--- src/rtl/icache_axi_rd_bridge.sv ---
// Instruction-cache miss port to AXI read bridge: one outstanding read at a time,
// R beats are packed into a 128-bit return word handed back with a one-cycle pulse.
module icache_axi_rd_bridge #(
   parameter logic [3:0] ARID    = 4'd0,
   parameter logic [3:0] ARCACHE = 4'b0000
) (
   input  logic         clk,
   input  logic         reset,
   input  logic         rd_req,
   input  logic [2:0]   rd_type,
   input  logic [31:0]  rd_addr,
   output logic         rd_rdy,
   output logic         ret_valid,
   output logic [127:0] ret_data,
   output logic         ret_err,
   output logic [3:0]   arid,
   output logic [31:0]  araddr,
   output logic [7:0]   arlen,
   output logic [2:0]   arsize,
   output logic [1:0]   arburst,
   output logic [1:0]   arlock,
   output logic [3:0]   arcache,
   output logic [2:0]   arprot,
   output logic         arvalid,
   input  logic         arready,
   input  logic [3:0]   rid,
   input  logic [31:0]  rdata,
   input  logic [1:0]   rresp,
   input  logic         rlast,
   input  logic         rvalid,
   output logic         rready
);

   localparam logic [1:0] ST_IDLE = 2'd0;
   localparam logic [1:0] ST_ADDR = 2'd1;
   localparam logic [1:0] ST_DATA = 2'd2;
   localparam logic [1:0] ST_RESP = 2'd3;

   logic [1:0]  state_q,  state_d;
   logic [31:0] araddr_q, araddr_d;
   logic [7:0]  arlen_q,  arlen_d;
   logic [2:0]  arsize_q, arsize_d;
   logic [1:0]  cnt_q,    cnt_d;
   logic        w3_q,     w3_d;
   logic        err_q,    err_d;
   logic        accept;
   logic        beat;
   logic        rid_unused;

   assign accept     = (state_q == ST_IDLE) && rd_req;
   assign beat       = (state_q == ST_DATA) && rvalid;
   assign rid_unused = ^rid;

   always_comb begin
      state_d  = state_q;
      araddr_d = araddr_q;
      arlen_d  = arlen_q;
      arsize_d = arsize_q;
      cnt_d    = cnt_q;
      w3_d     = w3_q;
      err_d    = err_q;
      case (state_q)
         ST_IDLE: begin
            if (rd_req) begin
               araddr_d = rd_addr;
               arlen_d  = (rd_type == 3'b100) ? 8'd3 : 8'd0;
               case (rd_type)
                  3'b000:  arsize_d = 3'd0;
                  3'b001:  arsize_d = 3'd1;
                  default: arsize_d = 3'd2;
               endcase
               cnt_d   = 2'd0;
               w3_d    = 1'b0;
               err_d   = 1'b0;
               state_d = ST_ADDR;
            end
         end
         ST_ADDR: begin
            if (arready) state_d = ST_DATA;
         end
         ST_DATA: begin
            if (rvalid) begin
               // A second write to word 3 means the slave sent more beats than we can hold.
               if ((rresp != 2'b00) || ((cnt_q == 2'd3) && w3_q)) err_d = 1'b1;
               if (cnt_q == 2'd3) w3_d = 1'b1;
               else               cnt_d = cnt_q + 2'd1;
               if (rlast) state_d = ST_RESP;
            end
         end
         default: state_d = ST_IDLE;
      endcase
   end

   always_ff @(posedge clk) begin
      if (reset) begin
         state_q  <= ST_IDLE;
         araddr_q <= '0;
         arlen_q  <= '0;
         arsize_q <= '0;
         cnt_q    <= '0;
         w3_q     <= 1'b0;
         err_q    <= 1'b0;
      end else begin
         state_q  <= state_d;
         araddr_q <= araddr_d;
         arlen_q  <= arlen_d;
         arsize_q <= arsize_d;
         cnt_q    <= cnt_d;
         w3_q     <= w3_d;
         err_q    <= err_d;
      end
   end

   // Return buffer: each word is cleared on accept and written by the beat aimed at it.
   for (genvar gi = 0; gi < 4; gi++) begin : g_word
      logic [31:0] word_q, word_d;

      always_comb begin
         word_d = word_q;
         if (accept)                           word_d = '0;
         else if (beat && (cnt_q == 2'(gi)))   word_d = rdata;
      end

      always_ff @(posedge clk) begin
         if (reset) word_q <= '0;
         else       word_q <= word_d;
      end

      assign ret_data[32*gi +: 32] = word_q;
   end

   assign rd_rdy    = (state_q == ST_IDLE);
   assign arvalid   = (state_q == ST_ADDR);
   assign rready    = (state_q == ST_DATA);
   assign ret_valid = (state_q == ST_RESP);
   assign ret_err   = (state_q == ST_RESP) && err_q;

   assign arid    = ARID;
   assign araddr  = araddr_q;
   assign arlen   = arlen_q;
   assign arsize  = arsize_q;
   assign arburst = 2'b01;
   assign arlock  = 2'b00;
   assign arcache = ARCACHE;
   assign arprot  = 3'b000;

endmodule

--- config.mk ---
export PLATFORM = sky130hd
export DESIGN_NAME = icache_axi_rd_bridge
export DESIGN_NICKNAME = d
export VERILOG_FILES = /design/src/rtl/icache_axi_rd_bridge.sv
export SDC_FILE = /design/constraint.sdc
export NUM_CORES = 1
export LEC_CHECK = 0
export BUFFER_PORTS_ARGS = -buffer_cell sky130_fd_sc_hd__clkbuf_2
export CELL_PAD_IN_SITES_DETAIL_PLACEMENT = 0
export CELL_PAD_IN_SITES_GLOBAL_PLACEMENT = 1
export CORE_UTILIZATION = 36
export DETAILED_ROUTE_END_ITERATION = 8
export GPL_TIMING_DRIVEN = 0
export PLACE_DENSITY_LB_ADDON = 0.1
export SYNTH_ARGS = -nofsm -noshare
export SYNTH_HDL_FRONTEND = slang
export SYNTH_SLANG_ARGS = --single-unit
--- constraint.sdc ---
create_clock -name clk -period 3 [get_ports clk]
set_clock_uncertainty 0.05 [all_clocks]
set_input_delay 0.6 -clock clk [delete_from_list [all_inputs] [get_ports clk]]
set_output_delay 0.6 -clock clk [all_outputs]
set_load 0.01 [all_outputs]
# After elaboration in Yosys (flattened, before gate mapping)

Cells that the tools add are included.

Add/sub/neg operators: 1
Equal/unequal tests: 15
Multiplexer cells: 18
Reductions and logical operators: 20

Operator list:

| operator                                                                 | count |
|---|---|
| 2-bit two-way mux                                                        | 8 |
| 4-bit AND reduction                                                      | 4 |
| 2-bit equality test (second input constant)                              | 4 |
| 1-bit logical AND                                                        | 8 |
| 2-bit inequality test (second input constant)                            | 4 |
| 2-bit one-hot mux with 2 select lines                                    | 2 |
| 2-bit by 1-bit inequality test with 1-bit output (second input constant) | 3 |
| 2-bit one-hot mux with 3 select lines                                    | 1 |
| 1-bit two-way mux                                                        | 5 |
| 2-bit by 1-bit equality test with 1-bit output (second input constant)   | 2 |
| 2-bit zero test                                                          | 2 |
| 1-bit one-hot mux with 2 select lines                                    | 2 |
| 2-bit nonzero test                                                       | 2 |
| 3-bit by 1-bit equality test with 1-bit output (second input constant)   | 1 |
| 3-bit equality test (second input constant)                              | 1 |
| 3-bit zero test                                                          | 1 |
| 2-bit by 1-bit adder with 2-bit output (second input constant)           | 1 |
| 2-bit AND reduction                                                      | 1 |
| 2-bit OR reduction                                                       | 1 |
| 1-bit logical OR                                                         | 1 |

Bits in registers: 177
Input port bits: 79
Output and inout port bits: 191
Logic and storage cells: 65

# Depth between registers and ports, before layout

Depth after elaboration: 6
Gate-level depth with buffers: 8
Depth with buffers taken out: 6

# Least setup slack after synthesis

No wires, ideal clock.

Path kind: reg2reg
Start point: register state_q[0]
End point: register state_q[0]
Setup time: 0.065 ns
Data arrival time: 1.598 ns
Data required time: 2.885 ns
Setup slack: 1.287 ns
Stages on the path, launching flop included: 7
Path buffers: 0
Period minus slack after synthesis: 1.713 ns
Cells stage by stage: dfxtp_1 inv_1 ha_1 nor2b_4 or3_4 o32a_1 nor2_1

Word-level cells in the longest chain between the ends: 3
Elaborated cells on any way between the ends: 9
Those cells by class: eq/ne: 6; mux: 1; reduce/logical: 2

Ends and longest elaborated chain:

| item                                   | RTL line | RTL |
|---|---|---|
| start, declared                        | 39       | `logic [1:0] state_q, state_d;` |
| start signal, assigned                 | 104      | `state_q <= state_d;` |
| 2-bit zero test (*)                    | -        |  |
| named net rd_rdy                       | 12       | `output logic rd_rdy,` |
| 2-bit inequality test (no source line) | -        |  |
| 4-bit AND reduction (no source line)   | -        |  |

The timed path passes the listed nets; every way through them passes the cells marked *.
A chain may end at the register's enable or synchronous reset.

# Worst setup path in the final report

Start point: register state_q[0]
End point: output rready

Word-level cells in the longest chain between the ends: 1

Ends and longest elaborated chain:

| item                | RTL line | RTL |
|---|---|---|
| 2-bit equality test | 134      | `assign rready = (state_q == ST_DATA);` |
| end, declared       | 31       | `output logic rready` |

Every way passes these cells.

==> results_tabular.tex <==
\begin{tabular}{lr}
\hline
Metric & Value \\
\hline
\multicolumn{2}{l}{\textbf{Run status}} \\
Status & finished, final reports clean \\
\multicolumn{2}{l}{\textbf{CTS}} \\
Clock latency at the later pin of the worst-skew pair & 0.42 ns \\
CTS Buf Count & 17 \\
Maximum buffer depth of the clock tree & 2 \\
Number of buffers added for setup after CTS & 0 \\
TritonCTS clock tree & yes \\
Number of gates given a new drive strength after cts & 0 \\
Master cell of the clock root buffer & sky130\_fd\_sc\_hd\_\_clkbuf\_16 \\
H-Tree Depth & 4 \\
CTS hold repair buffers & 0 \\
TritonCTS Sinks & 169 \\
Register clock-pin slew on the reported worst setup and hold paths & 0.06 ns \\
\multicolumn{2}{l}{\textbf{Hold path}} \\
Hold Path Cell Cnt & 3 \\
Start point of the worst min-delay path & rd\_addr[15] \\
Hold/Removal Path Class & input port to register \\
Hold worst-path end & araddr[15] \\
\multicolumn{2}{l}{\textbf{Logic synthesis}} \\
Sequential share of the synthesized area & 53.9\% \\
Synthesis-stage register bit count & 169 \\
Synthesized netlist cell count & 794 \\
Most frequently used flop master after synthesis & sky130\_fd\_sc\_hd\_\_dfxtp\_1 \\
Number of enable flip-flop cells after synthesis & 0 \\
Post-synthesis instance area & 6280 µm² \\
Avg Synthesized Cell Area & 7.91 µm² \\
Number of warnings issued by yosys & 0 \\
Fraction of registers with async set or reset after synthesis & 0\% \\
Distinct cell type count of the synthesized netlist & 28 \\
\multicolumn{2}{l}{\textbf{Setup path}} \\
Worst Path Class, Setup & register to output port \\
Path depth of the worst reg2reg path & 7 \\
RR Endpoint & g\_word[3].word\_q[7] \\
Crit path capture type & output port \\
Type of origin of the critical path & register \\
Maximum fanout along the worst path & 5 \\
Required @ worst endpoint & 2.35 ns \\
R2R setup slack & 0.96 ns \\
Worst path arrival time & 1.39 ns \\
Launching point of the worst reg2reg path & state\_q[0] \\
\multicolumn{2}{l}{\textbf{Timing}} \\
Worst-case headroom to the max-slew limit & 52.2\% \\
Endpoints failing setup & 0 \\
Smallest hold slack & 0.339 ns \\
Final Slew Violations & 0 \\
Number of hold violations in the final report & 0 \\
Final critical-path setup slack & 0.960 ns \\
Slew of the pin with the lowest slew margin & 0.698 ns \\
Post-route clock period utilization & 68.0\% \\
Upper clock frequency limit & 490 MHz \\
RSZ-0062 raised after global routing & no \\
Fin Setup TNS & 0 ns \\
Period minus WS final & 2.04 ns \\
\multicolumn{2}{l}{\textbf{Detailed routing}} \\
Number of vias in the routed layout & 5992 \\
Number of DRC markers after the initial detailed-route iteration & 279 \\
Remaining antenna violation count after routing & 0 \\
Average wire per cell in the routed design & 14.4 µm \\
Ratio of routed vias to standard cells & 4.58 \\
Number of DRC violations after detailed routing & 0 \\
Total wire length & 18.8 mm \\
Count of TritonRoute iterations in the first routing pass & 4 \\
\multicolumn{2}{l}{\textbf{Die}} \\
Width of the die & 134 µm \\
I/O pin count & 270 \\
Die height & 134 µm \\
Overall die area & 18000 µm² \\
Initial Util & 37.4\% \\
Number of cell rows & 47 \\
Std-Cell Core Area & 16800 µm² \\
\multicolumn{2}{l}{\textbf{Cells and area}} \\
Share of layout cells above drive strength 1 & 30.4\% \\
Sequential cell area & 3380 µm² \\
Diodes inserted & 0 \\
Most common cell after layout, fill and taps aside & sky130\_fd\_sc\_hd\_\_nand2\_1 \\
Core Util, Final & 50.1\% \\
Count of fill cells added during filler insertion & 1767 \\
Synthesis-to-layout area growth & 34.2\% \\
Nets & 1163 \\
Top library cells by usage in the layout, fill and taps aside & sky130\_fd\_sc\_hd\_\_nand2\_1, sky130\_fd\_sc\_hd\_\_clkbuf\_2, sky130\_fd\_sc\_hd\_\_dfxtp\_1, sky130\_fd\_sc\_hd\_\_a21oi\_1, sky130\_fd\_sc\_hd\_\_buf\_2 \\
Multi-input combinational cell area & 2520 µm² \\
\multicolumn{2}{l}{\textbf{Power and ir drop}} \\
Total power divided by cell area & 686 nW/µm² \\
Post-layout power & 5780 µW \\
Peak supply drop & 408 µV \\
Leakage power summed over all cells & 0.00363 µW \\
\multicolumn{2}{l}{\textbf{Place}} \\
Placer's final routability congestion estimate & 0.773 \\
Placement-stage worst setup slack & 0.957 ns \\
Count of buffers from port buffering & 241 \\
Final HPWL from detailed placement & 13.8 mm \\
\multicolumn{2}{l}{\textbf{Global route}} \\
Initial antenna violation count & 0 \\
Grt ovf & 0 \\
Wire length of the first global-routing pass & 28.9 mm \\
Vias in the first global route & 5370 \\
Pin count of the biggest net entering global routing & 17 \\
GRT Total Usage & 20.8\% \\
\multicolumn{2}{l}{\textbf{Flow run}} \\
MaxCap Viol Count & 0 \\
\hline
\end{tabular}
[Yosys cell counts, types with 2 or more instances]
cell,instances,share of area [%]
sky130_fd_sc_hd__conb_1,2,0.12
sky130_fd_sc_hd__buf_2,32,2.5
sky130_fd_sc_hd__a22oi_1,2,0.24
sky130_fd_sc_hd__a21oi_1,161,13
sky130_fd_sc_hd__ha_1,10,2.0
sky130_fd_sc_hd__nor2_1,9,0.54
sky130_fd_sc_hd__mux2i_1,3,0.48
sky130_fd_sc_hd__and2_1,2,0.20
sky130_fd_sc_hd__nor2b_1,2,0.20
sky130_fd_sc_hd__nor3_1,3,0.24
sky130_fd_sc_hd__and3_1,4,0.40
sky130_fd_sc_hd__dfxtp_1,169,54
sky130_fd_sc_hd__inv_1,8,0.48
sky130_fd_sc_hd__nand3_1,5,0.40
sky130_fd_sc_hd__a2111oi_2,2,0.48
sky130_fd_sc_hd__nand2b_1,3,0.30
sky130_fd_sc_hd__buf_4,24,2.9
sky130_fd_sc_hd__nand2_1,321,19
sky130_fd_sc_hd__clkbuf_1,23,1.4
[state kept, by name (all words and copies together) (netlist names)]
register,count
arlen,1
araddr,32
arsize,2
g_word.word_q,128
err_q,1
cnt_q,2
w3_q,1
state_q,2
[worst max-delay path by stage]
stage,start,end,cells after the start
2_1_floorplan,state_q[0],state_q[0],6
3_3_place_gp,state_q[0],g_word[3].word_q[3],7
3_5_place_dp,state_q[0],g_word[3].word_q[7],7
4_1_cts,state_q[0],g_word[3].word_q[7],7
5_1_grt,state_q[0],g_word[3].word_q[6],7
6_report,state_q[0],rready,3
[critical path: stages, from the launching register on]
cell	delay, ns
sky130_fd_sc_hd__dfxtp_1	0.34
sky130_fd_sc_hd__inv_1	0.13
sky130_fd_sc_hd__ha_1	0.31
sky130_fd_sc_hd__clkbuf_2	0.19
[logic make-up (layout without fill, tap and decap cells)]
group | count (synthesis) | in the layout | synth area share [%]
AND/OR/NAND/NOR | 352 | 352 | 22.0
AO/OA/AOI/OAI | 171 | 171 | 14.3
flip-flops | 169 | 169 | 53.9
buffers and inverters | 87 | 360 | 7.27
adder cells (fa/ha/maj) | 10 | 10 | 1.99
multiplexers | 3 | 3 | 0.478
other | 2 | 22 | 0.120
[power by group]
group	total (µW)	switching (µW)	internal, µW
combinational	1110	709	403
sequential	2450	74.5	2370
clock	2220	912	1310
total	5780	1700	4080
[cell type report]
type / count / area share [%]
flip-flops and latches: 169 / 40.1
multi-input cells: 558 / 29.9
clock inverters: 11 / 1.77
repair buffers: 241 / 14.3
clock buffers: 21 / 5.23
plain buffers: 79 / 5.06
inverters: 8 / 0.356
well taps: 220 / 3.27
[per-layer routing]
metal | GRT usage, % | part of all wire (%) | up-vias
li1 | - | - | 3076
met1 | 27.5 | 45 | 2719
met2 | 32.9 | 48 | 181
met3 | 5.44 | 5.9 | 16
met4 | 7.30 | 1.1 | 0
met5 | 0 | 0 | -
[metrics by stage]
step	instances	area, µm²
after floorplan	814	6360
after global placement	1275	7840
after detailed placement	1275	7840
after CTS	1307	8430
after global routing	1307	8430
final	1307	8430
(Power assumes the default switching activity.)
